[config.mk]
export PLATFORM = sky130hd
export DESIGN_NAME = press_classifier_flat
export DESIGN_NICKNAME = d
export VERILOG_FILES = /design/src/rtl/press_classifier_if.sv /design/src/rtl/press_classifier.sv /design/src/flat_wrapper.sv
export SDC_FILE = /design/constraint.sdc
export NUM_CORES = 1
export LEC_CHECK = 0
export CAP_MARGIN = 20
export CORE_ASPECT_RATIO = 1.5
export CORE_MARGIN = 2
export CORE_UTILIZATION = 25
export DETAILED_ROUTE_END_ITERATION = 8
export DONT_BUFFER_PORTS = 1
export GPL_TIMING_DRIVEN = 0
export MAX_ROUTING_LAYER = met4
export PLACE_DENSITY_LB_ADDON = 0.12
export SETUP_SLACK_MARGIN = 0.1
export SLEW_MARGIN = 15
export SYNTH_ARGS = -nofsm -noshare
export SYNTH_HDL_FRONTEND = slang
export SYNTH_SLANG_ARGS = --single-unit
[constraint.sdc]
create_clock -name clk -period 1.78 [get_ports clk]
set_input_delay 0.267 -clock clk [delete_from_list [all_inputs] [get_ports clk]]
set_output_delay 0.267 -clock clk [all_outputs]
set_load 0.1 [all_outputs]
[src/rtl/press_classifier_if.sv]
// Button-event bus between a per-button debouncer and the press classifier.
// The master drives the debounced level/edge; the slave returns registered event pulses.
interface press_classifier_if;
    logic btn_level;
    logic btn_rise;
    logic short_press;
    logic long_press;
    logic repeat_tick;
    logic held;

    modport master (
        output btn_level,
        output btn_rise,
        input  short_press,
        input  long_press,
        input  repeat_tick,
        input  held
    );

    modport slave (
        input  btn_level,
        input  btn_rise,
        output short_press,
        output long_press,
        output repeat_tick,
        output held
    );
endinterface

[src/rtl/press_classifier.sv]
// Classifies a debounced button press as short or long, with optional auto-repeat ticks.
// Define AUTO_REPEAT_EN to build the repeat counter; otherwise repeat_tick is tied low.
module press_classifier #(
    parameter int unsigned LONG_CYCLES   = 10_000_000,
    parameter int unsigned REPEAT_CYCLES = 2_500_000,
    parameter int unsigned CNT_W         = 24
) (
    input logic              clk,
    input logic              rst_n,
    press_classifier_if.slave bus
);

    if (LONG_CYCLES < 2 || REPEAT_CYCLES < 2) begin : g_bad_cycles
        $error("press_classifier: LONG_CYCLES and REPEAT_CYCLES must be >= 2");
    end
    if (CNT_W < 32 && (LONG_CYCLES > (32'd1 << CNT_W) || REPEAT_CYCLES > (32'd1 << CNT_W)))
    begin : g_bad_width
        $error("press_classifier: CNT_W too narrow for the cycle thresholds");
    end

    typedef enum logic [1:0] {
        StIdle,
        StPressed,
        StLong
    } state_e;

    localparam logic [CNT_W-1:0] LongLast = CNT_W'(LONG_CYCLES - 1);

    state_e           state_q, state_d;
    logic [CNT_W-1:0] cnt_q, cnt_d;
    logic             short_q, short_d;
    logic             long_q, long_d;
    logic             held_q, held_d;
    logic             rep_d;

    always_comb begin
        state_d = state_q;
        cnt_d   = cnt_q;
        short_d = 1'b0;
        long_d  = 1'b0;
        rep_d   = 1'b0;

        unique case (state_q)
            StIdle: begin
                // A level without an accepted edge (held through reset) never starts a press.
                if (bus.btn_rise && bus.btn_level) begin
                    state_d = StPressed;
                    cnt_d   = '0;
                end
            end
            StPressed: begin
                // Release beats a coincident threshold hit.
                if (!bus.btn_level) begin
                    short_d = 1'b1;
                    state_d = StIdle;
                    cnt_d   = '0;
                end else if (cnt_q == LongLast) begin
                    long_d  = 1'b1;
                    state_d = StLong;
                    cnt_d   = '0;
                end else begin
                    cnt_d = cnt_q + 1'b1;
                end
            end
            StLong: begin
                if (!bus.btn_level) begin
                    state_d = StIdle;
                    cnt_d   = '0;
                end else begin
`ifdef AUTO_REPEAT_EN
                    if (cnt_q == CNT_W'(REPEAT_CYCLES - 1)) begin
                        rep_d = 1'b1;
                        cnt_d = '0;
                    end else begin
                        cnt_d = cnt_q + 1'b1;
                    end
`else
                    cnt_d = '0;
`endif
                end
            end
            default: begin
                state_d = StIdle;
                cnt_d   = '0;
            end
        endcase

        held_d = (state_d != StIdle);
    end

    always_ff @(posedge clk or negedge rst_n) begin
        if (!rst_n) begin
            state_q <= StIdle;
            cnt_q   <= '0;
            short_q <= 1'b0;
            long_q  <= 1'b0;
            held_q  <= 1'b0;
        end else begin
            state_q <= state_d;
            cnt_q   <= cnt_d;
            short_q <= short_d;
            long_q  <= long_d;
            held_q  <= held_d;
        end
    end

`ifdef AUTO_REPEAT_EN
    logic rep_q;

    always_ff @(posedge clk or negedge rst_n) begin
        if (!rst_n) begin
            rep_q <= 1'b0;
        end else begin
            rep_q <= rep_d;
        end
    end

    assign bus.repeat_tick = rep_q;
`else
    logic unused_rep;
    assign unused_rep      = rep_d;
    assign bus.repeat_tick = 1'b0;
`endif

    assign bus.short_press = short_q;
    assign bus.long_press  = long_q;
    assign bus.held        = held_q;

endmodule

[src/flat_wrapper.sv]
// flat-port wrapper written by rule: the top's interface ports become plain ports
module press_classifier_flat 
#(
    parameter int unsigned LONG_CYCLES   = 10_000_000,
    parameter int unsigned REPEAT_CYCLES = 2_500_000,
    parameter int unsigned CNT_W         = 24
)
  (clk, rst_n, bus_btn_level, bus_btn_rise, bus_short_press, bus_long_press, bus_repeat_tick, bus_held);
  press_classifier_if bus_i ();
  input logic clk;
  input logic rst_n;
  input wire logic [$bits(bus_i.btn_level)-1:0] bus_btn_level;
  input wire logic [$bits(bus_i.btn_rise)-1:0] bus_btn_rise;
  output wire logic [$bits(bus_i.short_press)-1:0] bus_short_press;
  output wire logic [$bits(bus_i.long_press)-1:0] bus_long_press;
  output wire logic [$bits(bus_i.repeat_tick)-1:0] bus_repeat_tick;
  output wire logic [$bits(bus_i.held)-1:0] bus_held;
  assign bus_i.btn_level = bus_btn_level;
  assign bus_i.btn_rise = bus_btn_rise;
  assign bus_short_press = bus_i.short_press;
  assign bus_long_press = bus_i.long_press;
  assign bus_repeat_tick = bus_i.repeat_tick;
  assign bus_held = bus_i.held;
  press_classifier #(.LONG_CYCLES(LONG_CYCLES), .REPEAT_CYCLES(REPEAT_CYCLES), .CNT_W(CNT_W)) u_core (.clk(clk), .rst_n(rst_n), .bus(bus_i));
endmodule
# == Yosys cells after proc, flatten, opt, wreduce, memory -nomap -nowiden ==
# Cells that the tools add are included.
# classes
reduce_logical,3
eq_ne,4
muxes,14
addsub,1
# ops
cell,n
two-way mux 24 bit,3
case mux 24 bit (2 select lines),1
"adder 24 x 1 -> 24 bit, second input constant",1
"== test 24 bit, second input constant",1
two-way mux 2 bit,4
case mux 2 bit (3 select lines),1
two-way mux 1 bit,5
"== test 2 x 1 -> 1 bit, second input constant",1
"== test 2 bit, second input constant",1
zero test 2 bit,1
"inequality test 2 x 1 -> 1 bit, second input constant",1
nonzero test 2 bit,1
logical AND 1 bit,1
# word_totals
out_inout_bits,4
ff_bits,29
inputBits,4

# == Logic depth before layout (Yosys ltp) ==
# Gate-level depths: netlist of run 1.
# depth
depth_word,5
depth_mapped,8

# == Worst setup path after synthesis of run 1 ==
# No wires, ideal clock.
# synth_path
kind,reg2reg
from,register u_core.cnt_q[0]
to,register u_core.cnt_q[3]
stages_incl_launch_ff,9
arrival_ns,1.658
required_ns,1.652
slack_ns,-0.007
n_path_buf,2
cell_sequence,dfrtp_1 > ha_1 > nand2_1 > or2_1 > buf_6 > o31a_1 > buf_6 > a21oi_2 > a21oi_1
# synth_between
elab_chain_len,4
word_cells_on_any_way,5
classes_between,1 x add/sub; 1 x eq/ne; 3 x mux
# synth_rtl
item,line,rtl
"start, declared",press_classifier.sv:30,"logic [CNT_W-1:0] cnt_q, cnt_d;"
"start signal, assigned",press_classifier.sv:100,cnt_q <= cnt_d;
adder 24 x 1 -> 24 bit or == test 24 bit (tied branches),"press_classifier.sv:62, press_classifier.sv:57",
two-way mux 24 bit (*),press_classifier.sv:57,end else if (cnt_q == LongLast) begin
two-way mux 24 bit (*),press_classifier.sv:53,if (!bus.btn_level) begin
case mux 24 bit (2 select lines) (*),press_classifier.sv:43,unique case (state_q)
# Every way passes the cells marked *; elsewhere a longest branch is shown, timed or not.
# A chain may end at the register's enable or synchronous reset.

# == Final worst setup path of run 1 ==
# layout_path
from,register u_core.cnt_q[16]
to,register u_core.cnt_q[5]
# layout_between
elab_chain_len,4
# layout_rtl
item,line
== test 24 bit,press_classifier.sv:57
two-way mux 24 bit,press_classifier.sv:57
two-way mux 24 bit,press_classifier.sv:53
case mux 24 bit (2 select lines),press_classifier.sv:43
# Every way passes these cells.

==> impl_metrics.env, run 1 <==
export IMPL_status="complete, but fails checks"
export IMPL_violations="negative setup slack"
export IMPL_die_area_sq_mm=0.007160
export IMPL_r2r_cells=7
export IMPL_timing_rr_start="u_core.cnt_q[16]"
export IMPL_rows=35
export IMPL_synth_main_ff_cell="dfrtp_1"
export IMPL_tritoncts="built"
export IMPL_criticalPathCategory="reg -> reg"
export IMPL_timing_fmax_ghz=0.5341
export IMPL_io_buffers=0
export IMPL_rsz0062_at_grt="true"
export IMPL_syn_inst=178
export IMPL_fillers=633
export IMPL_num_vias=1516
export IMPL_gr_total_overflow=0
export IMPL_hold_violations=0
export IMPL_n_antenna_cell=0
export IMPL_synthDistinctLibCells=44
export IMPL_synth_area_leaders="dfrtp_1, nand3_1, nor2_1"
export IMPL_cts_max_level=2
export IMPL_holdPathStages=1
export IMPL_fin_tns_setup_ns=-0.8804
export IMPL_worst_ep_arrival_time_ns=2.04
export IMPL_wl_per_cell_um=16.61
export IMPL_core_sq_mm=0.006218
export IMPL_drt_wl_total_um=4818
export IMPL_seq_area_frac_synth_pct=44.75
export IMPL_path_clk_slew_ns=0.07
export IMPL_dieHeight_um=102.6
export IMPL_power_density_mw_per_mm2=630.0
export IMPL_die_w_um=69.76
export IMPL_synth_top_cell_by_area="dfrtp_1"
export IMPL_areaGrowthSynthToFinish_pct=39.51
export IMPL_grt_usage_pct=14.05
export IMPL_hold_path_class="in -> reg"
export IMPL_synth_cell_area_sq_mm=0.001622
export IMPL_cts_buffer_depth=2
export IMPL_antenna_found_initial=0
export IMPL_hold_start="bus_btn_level"
export IMPL_fin_nets=221
export IMPL_setup_violations=18
export IMPL_syn_nets=183
export IMPL_syn_area_per_cell_sq_um=9.110
export IMPL_stdcell_area_sq_mm=0.002262
export IMPL_yosys_top_cells_count="dfrtp_1, nor2_1, nand3_1"
export IMPL_numClockSinks=29
export IMPL_ant_nets=0
export IMPL_cp_max_fo=5
export IMPL_synth_edf_count=0
export IMPL_dr_pass1_iters=6
export IMPL_timing_rr_end="u_core.cnt_q[5]"
export IMPL_crit_path_end_kind="register"
export IMPL_grt_pass1_vias=1428
export IMPL_max_cap_violations=0
export IMPL_layout_drive_gt1_share_pct=37.50
export IMPL_leakagePower_nw=0.9614
export IMPL_grt_pass1_wl_um=7514
export IMPL_synth_seq_cells=29
export IMPL_layout_setup_ws_ns=-0.09248
export IMPL_start_util_pct=26.08
export IMPL_min_to="u_core.bus.short_press"
export IMPL_cts_made_buffers=5
export IMPL_post_place_ws_ns=-0.2900
export IMPL_post_route_drc_count=0
export IMPL_critPathLaunchType="register"
export IMPL_vias_per_cell=5.228
export IMPL_ys_warn_count=0
export IMPL_hold_ws_ns=0.03610
export IMPL_grt_max_degree=30
export IMPL_synthMostInstantiatedCell="dfrtp_1"
export IMPL_ioPinCount=8
export IMPL_async_flop_share_pct=100.0
export IMPL_worst_skew_pair_late_latency_ns=0.29
export IMPL_r2r_slack_ns=-0.09
export IMPL_netlist_area_leader_share_pct=44.75
export IMPL_slew_violations=0
export IMPL_fin_crit_sh_pct=105.2
export IMPL_min_period_ns=1.872
export IMPL_dp_hpwl_um=3023
export IMPL_fin_skew_ns=0.005958
export IMPL_drt_iter0_markers=60
export IMPL_vdd_drop_max_uv=283.2
export IMPL_dpl_cell_area_sq_mm=0.001734
export IMPL_gp_congestion=0.7773
export IMPL_tightestPinTransition_ns=0.8610
export IMPL_critPathRequiredTime_ns=1.95
export IMPL_relSlewSlack_pct=42.64
export IMPL_cts_root_buf="clkbuf_8"
==> worst max-delay path: stages, from the launching register on <==
cell     delay, ns
dfrtp_2       0.43
nor4_2        0.28
nand4_1       0.14
buf_6         0.15
o31a_1        0.38
buf_6         0.19
a21oi_2       0.11
mux2i_1       0.07
==> worst max path at each step <==
stage | slack (ns) | startpoint | end
after global placement | -0.27 | u_core.cnt_q[16] | u_core.cnt_q[7]
after detailed placement | -0.29 | u_core.cnt_q[16] | u_core.cnt_q[17]
after floorplan | 0.04 | u_core.cnt_q[13] | u_core.cnt_q[3]
after global routing | -0.18 | u_core.cnt_q[16] | u_core.cnt_q[22]
final | -0.09 | u_core.cnt_q[16] | u_core.cnt_q[5]
after CTS | -0.10 | u_core.cnt_q[0] | u_core.cnt_q[14]
==> sequential cells by signal, summed over array words and instances, names as in the netlist <==
signal	cells
u_core.bus.long_press	1
u_core.state_q	2
u_core.bus.short_press	1
u_core.cnt_q	24
u_core.bus.held	1
==> cells in the final DEF, fill, tap and decap left out, types with 2 or more instances in the layout <==
cell type / synthesis / final
a21oi_1: 5 / 4
buf_6: 2 / 8
dfrtp_1: 29 / 21
a21oi_2: 5 / 5
nand3_1: 14 / 13
xor2_1: 7 / 7
nand2_1: 13 / 12
o21ai_1: 3 / 5
nor4_1: 6 / 3
o21ai_0: 11 / 6
buf_4: 1 / 25
or3_1: 5 / 5
inv_1: 8 / 8
nor2_1: 18 / 13
dfrtp_2: 0 / 8
nor3_1: 3 / 3
clkbuf_8: 0 / 6
nor2_2: 2 / 4
nor4_4: 0 / 2
nand4_1: 10 / 10
a21o_1: 2 / 2
and3_1: 5 / 5
and2_1: 2 / 2
nor2_4: 0 / 3
o21ai_2: 0 / 3
==> area by class of cell <==
class                           count  area (sq um)  share of cell area, %
Buffer                              6         51.30                  2.268
Multi-Input combinational cell    135         999.7                  44.19
Sequential cell                    29         735.7                  32.52
Clock buffer                        7         86.33                  3.816
Tap cell                           74         92.59                  4.093
Timing Repair Buffer               31         266.5                  11.78
Inverter                            8         30.03                  1.327
==> cell families (layout without fill, tap and decap cells) <==
logic type / after synthesis / after routing / share of synthesized area, %
AO/OA/AOI/OAI: 38 / 38 / 15.97
AND/OR/NAND/NOR: 87 / 87 / 29.32
XOR/XNOR: 7 / 7 / 3.781
adder cells (fa/ha/maj): 1 / 1 / 0.7715
multiplexers: 1 / 1 / 0.6173
other: 1 / 1 / 0.2313
flip-flops: 29 / 29 / 44.75
buffers and inverters: 14 / 52 / 4.552
==> layer usage <==
layer | part of all wire, % | up-vias | GRT usage (%)
met4 | 2.0 | 0 | 5.178
met1 | 39 | 742 | 15.23
li1 | - | 719 | -
met3 | 3.4 | 10 | 3.128
met5 | 0 | - | -
met2 | 55 | 45 | 25.20
==> where the power goes <==
| group | switching [W] | internal, W | leakage [nW] |
|---|---|---|---|
| combinational | 0.000104 | 0.0000661 | 0.530 |
| clock | 0.000252 | 0.000306 | 0.0443 |
| sequential | 0.0000286 | 0.000669 | 0.387 |
==> metrics by stage <==
stage	instances	total power, W	util, %
2_1_floorplan	178	0.0007823	-
3_3_place_gp	252	0.0008069	27.89
3_5_place_dp	252	0.0008074	27.89
4_1_cts	274	0.001410	32.19
5_1_grt	290	0.001484	36.38
6_report	290	0.001425	36.38
==> repair_timing <==
action,in CTS,in global routing
endpoints found under the hold margin,29,0
setup endpoints to repair,22,24
hold buffers,2,0
pin swaps,14,12
gates resized for setup,15,35
buffers inserted,12,16
cloned,1,0
Power figures use the tool's default switching activity.
==> run 2, diff against run 1 <==
Settings changed: CORE_UTILIZATION 25 to 55, CTS_BUF_LIST from default to sky130_fd_sc_hd__clkbuf_4 sky130_fd_sc_hd__clkbuf_8 sky130_fd_sc_hd__clkbuf_16.
==> impl_metrics.env, run 2 (synthesis results as in run 1) <==
export IMPL_vias_per_cell=6.044
export IMPL_fin_nets=214
export IMPL_numClockSinks=29
export IMPL_power_density_mw_per_mm2=666.6
export IMPL_antenna_found_initial=0
export IMPL_critPathRequiredTime_ns=1.93
export IMPL_layout_commonest_cell="dfrtp_1"
export IMPL_layout_drive_gt1_share_pct=33.01
export IMPL_n_antenna_cell=0
export IMPL_hold_path_class="in -> reg"
export IMPL_grt_max_degree=30
export IMPL_slew_violations=0
export IMPL_drt_iter0_markers=37
export IMPL_cp_endpoint="u_core.cnt_q[22]"
export IMPL_start_util_pct=56.84
export IMPL_path_clk_slew_ns=0.06
export IMPL_violations="negative setup slack"
export IMPL_cts_made_buffers=5
export IMPL_post_route_drc_count=0
export IMPL_final_cells=248
export IMPL_seq_area_sq_um=730.7
export IMPL_cpMaxStageDelayCell="o31a_1"
export IMPL_tightestPinTransition_ns=0.8600
export IMPL_timing_rr_start="u_core.cnt_q[0]"
export IMPL_worst_skew_pair_late_latency_ns=0.28
export IMPL_critPathLaunch="u_core.cnt_q[0]"
export IMPL_rsz0062_at_grt="true"
export IMPL_tritoncts="built"
export IMPL_fin_tns_setup_ns=-0.4504
export IMPL_gp_congestion=0.8911
export IMPL_dr_pass1_iters=4
export IMPL_critPathMostFrequentCell="buf_6"
export IMPL_drt_wl_total_um=4169
export IMPL_status="complete, but fails checks"
export IMPL_largest_reg_flops=24
export IMPL_p_total_w=0.001408
export IMPL_crit_path_end_kind="register"
export IMPL_hold_violations=0
export IMPL_num_vias=1499
export IMPL_fin_crit_sh_pct=104.0
export IMPL_post_place_ws_ns=-0.1801
export IMPL_dieHeight_um=70.50
export IMPL_cp_slowest_stage_delay_ns=0.37
export IMPL_cts_max_level=2
export IMPL_fillers=201
export IMPL_ioPinCount=8
export IMPL_leakagePower_nw=0.8947
export IMPL_gr_total_overflow=0
export IMPL_ant_nets=0
export IMPL_grt_pass1_wl_um=6886
export IMPL_setup_violations=15
export IMPL_min_period_ns=1.851
export IMPL_multi_input_area_sq_um=954.7
export IMPL_vdd_drop_max_uv=625.1
export IMPL_io_buffers=0
export IMPL_wl_per_cell_um=16.81
export IMPL_core_sq_mm=0.002853
export IMPL_cp_max_fo=5
export IMPL_cts_buffer_depth=2
export IMPL_grt_pass1_vias=1528
export IMPL_worst_ep_arrival_time_ns=2.01
export IMPL_relSlewSlack_pct=42.71
export IMPL_die_area_sq_mm=0.003408
export IMPL_grt_usage_pct=27.17
export IMPL_max_cap_violations=0
export IMPL_criticalPathCategory="reg -> reg"
export IMPL_rows=24
export IMPL_areaGrowthSynthToFinish_pct=30.25
export IMPL_timing_rr_end="u_core.cnt_q[22]"
export IMPL_top_register="u_core.cnt_q"
export IMPL_cts_root_buf="clkbuf_8"
export IMPL_layout_setup_ws_ns=-0.07100
export IMPL_reg_largest_list="u_core.cnt_q: 24 flops, u_core.state_q: 2 flops"
export IMPL_r2r_slack_ns=-0.07
export IMPL_dp_hpwl_um=2525
export IMPL_r2r_cells=8
export IMPL_placed_cells=217
export IMPL_path_cells="ha_2, nand2_2, or2_4, buf_6, o31a_1, buf_6, o211ai_1, nand3_1"
export IMPL_timing_fmax_ghz=0.5402
export IMPL_critPathLaunchType="register"
export IMPL_die_w_um=48.34
export IMPL_mostFrequentLayoutCells="dfrtp_1, buf_4, nand3_1, nor2_1, nand2_1"
export IMPL_fin_skew_ns=0.007831
==> run 2: cell types whose count changed in the layout (fill, tap and decap cells not counted), sizes merged <==
cell and delta:
buf -7
==> run 2: cell type report <==
class	instances	area share, %
plain buffers	6	2.429
clock buffers	7	4.265
well taps	39	2.310
multi-input cells	135	45.20
inverters	8	1.422
repair buffers	24	9.775
flip-flops and latches	29	34.60
==> run 2: per-layer routing <==
metal,vias up,part of all wire (%),track usage (%)
li1,708,-,-
met5,-,0,-
met3,16,2.8,5.983
met4,0,3.1,12.70
met2,41,56,48.30
met1,734,38,28.25
==> run 2: critical path: cells and delay by family (launching register included) <==
family | cells | cell delay [ns]
and+or+nand+nor | 3 | 0.41
buffers and inverters | 2 | 0.29
DFF | 1 | 0.36
AOI/OAI and AO/OA | 2 | 0.47
adders and majority gates | 1 | 0.20
==> run 2: timing repair <==
action / CTS / global route
pin swaps: 18 / 11
setup buffers: 16 / 5
endpoints found under the hold margin: 29 / 0
hold buffers: 2 / 0
cloned: 1 / 0
resized for setup: 21 / 15
setup endpoints to repair: 22 / 24
==> run 2: how the worst min path moves through the flow <==
stage | from | to | slack (ns) | cells past startpoint
6_report | bus_btn_level | u_core.bus.short_press | 0.05 | 1
5_1_grt | bus_btn_level | u_core.bus.short_press | 0.05 | 1
3_5_place_dp | rst_n | u_core.cnt_q[19] | -0.03 | 0
3_3_place_gp | rst_n | u_core.cnt_q[18] | -0.03 | 0
2_1_floorplan | rst_n | u_core.bus.held | -0.03 | 0
4_1_cts | bus_btn_level | u_core.bus.short_press | 0.04 | 1
==> run 2: power breakdown <==
part,leakage [nW],internal [W],switching [W]
combinational,0.453,0.0000591,0.0000960
clock,0.0477,0.000321,0.000237
sequential,0.394,0.000669,0.0000261
==> run 2: through the flow <==
stage / hold WS [ns] / cell area (sq um) / utilization [%]
2_1_floorplan: -0.02859 / 1642 / -
5_1_grt: 0.04735 / 2112 / 74.04
4_1_cts: 0.04465 / 2007 / 70.35
3_3_place_gp: -0.02804 / 1690 / 59.25
3_5_place_dp: -0.02796 / 1690 / 59.25
6_report: 0.05394 / 2112 / 74.04
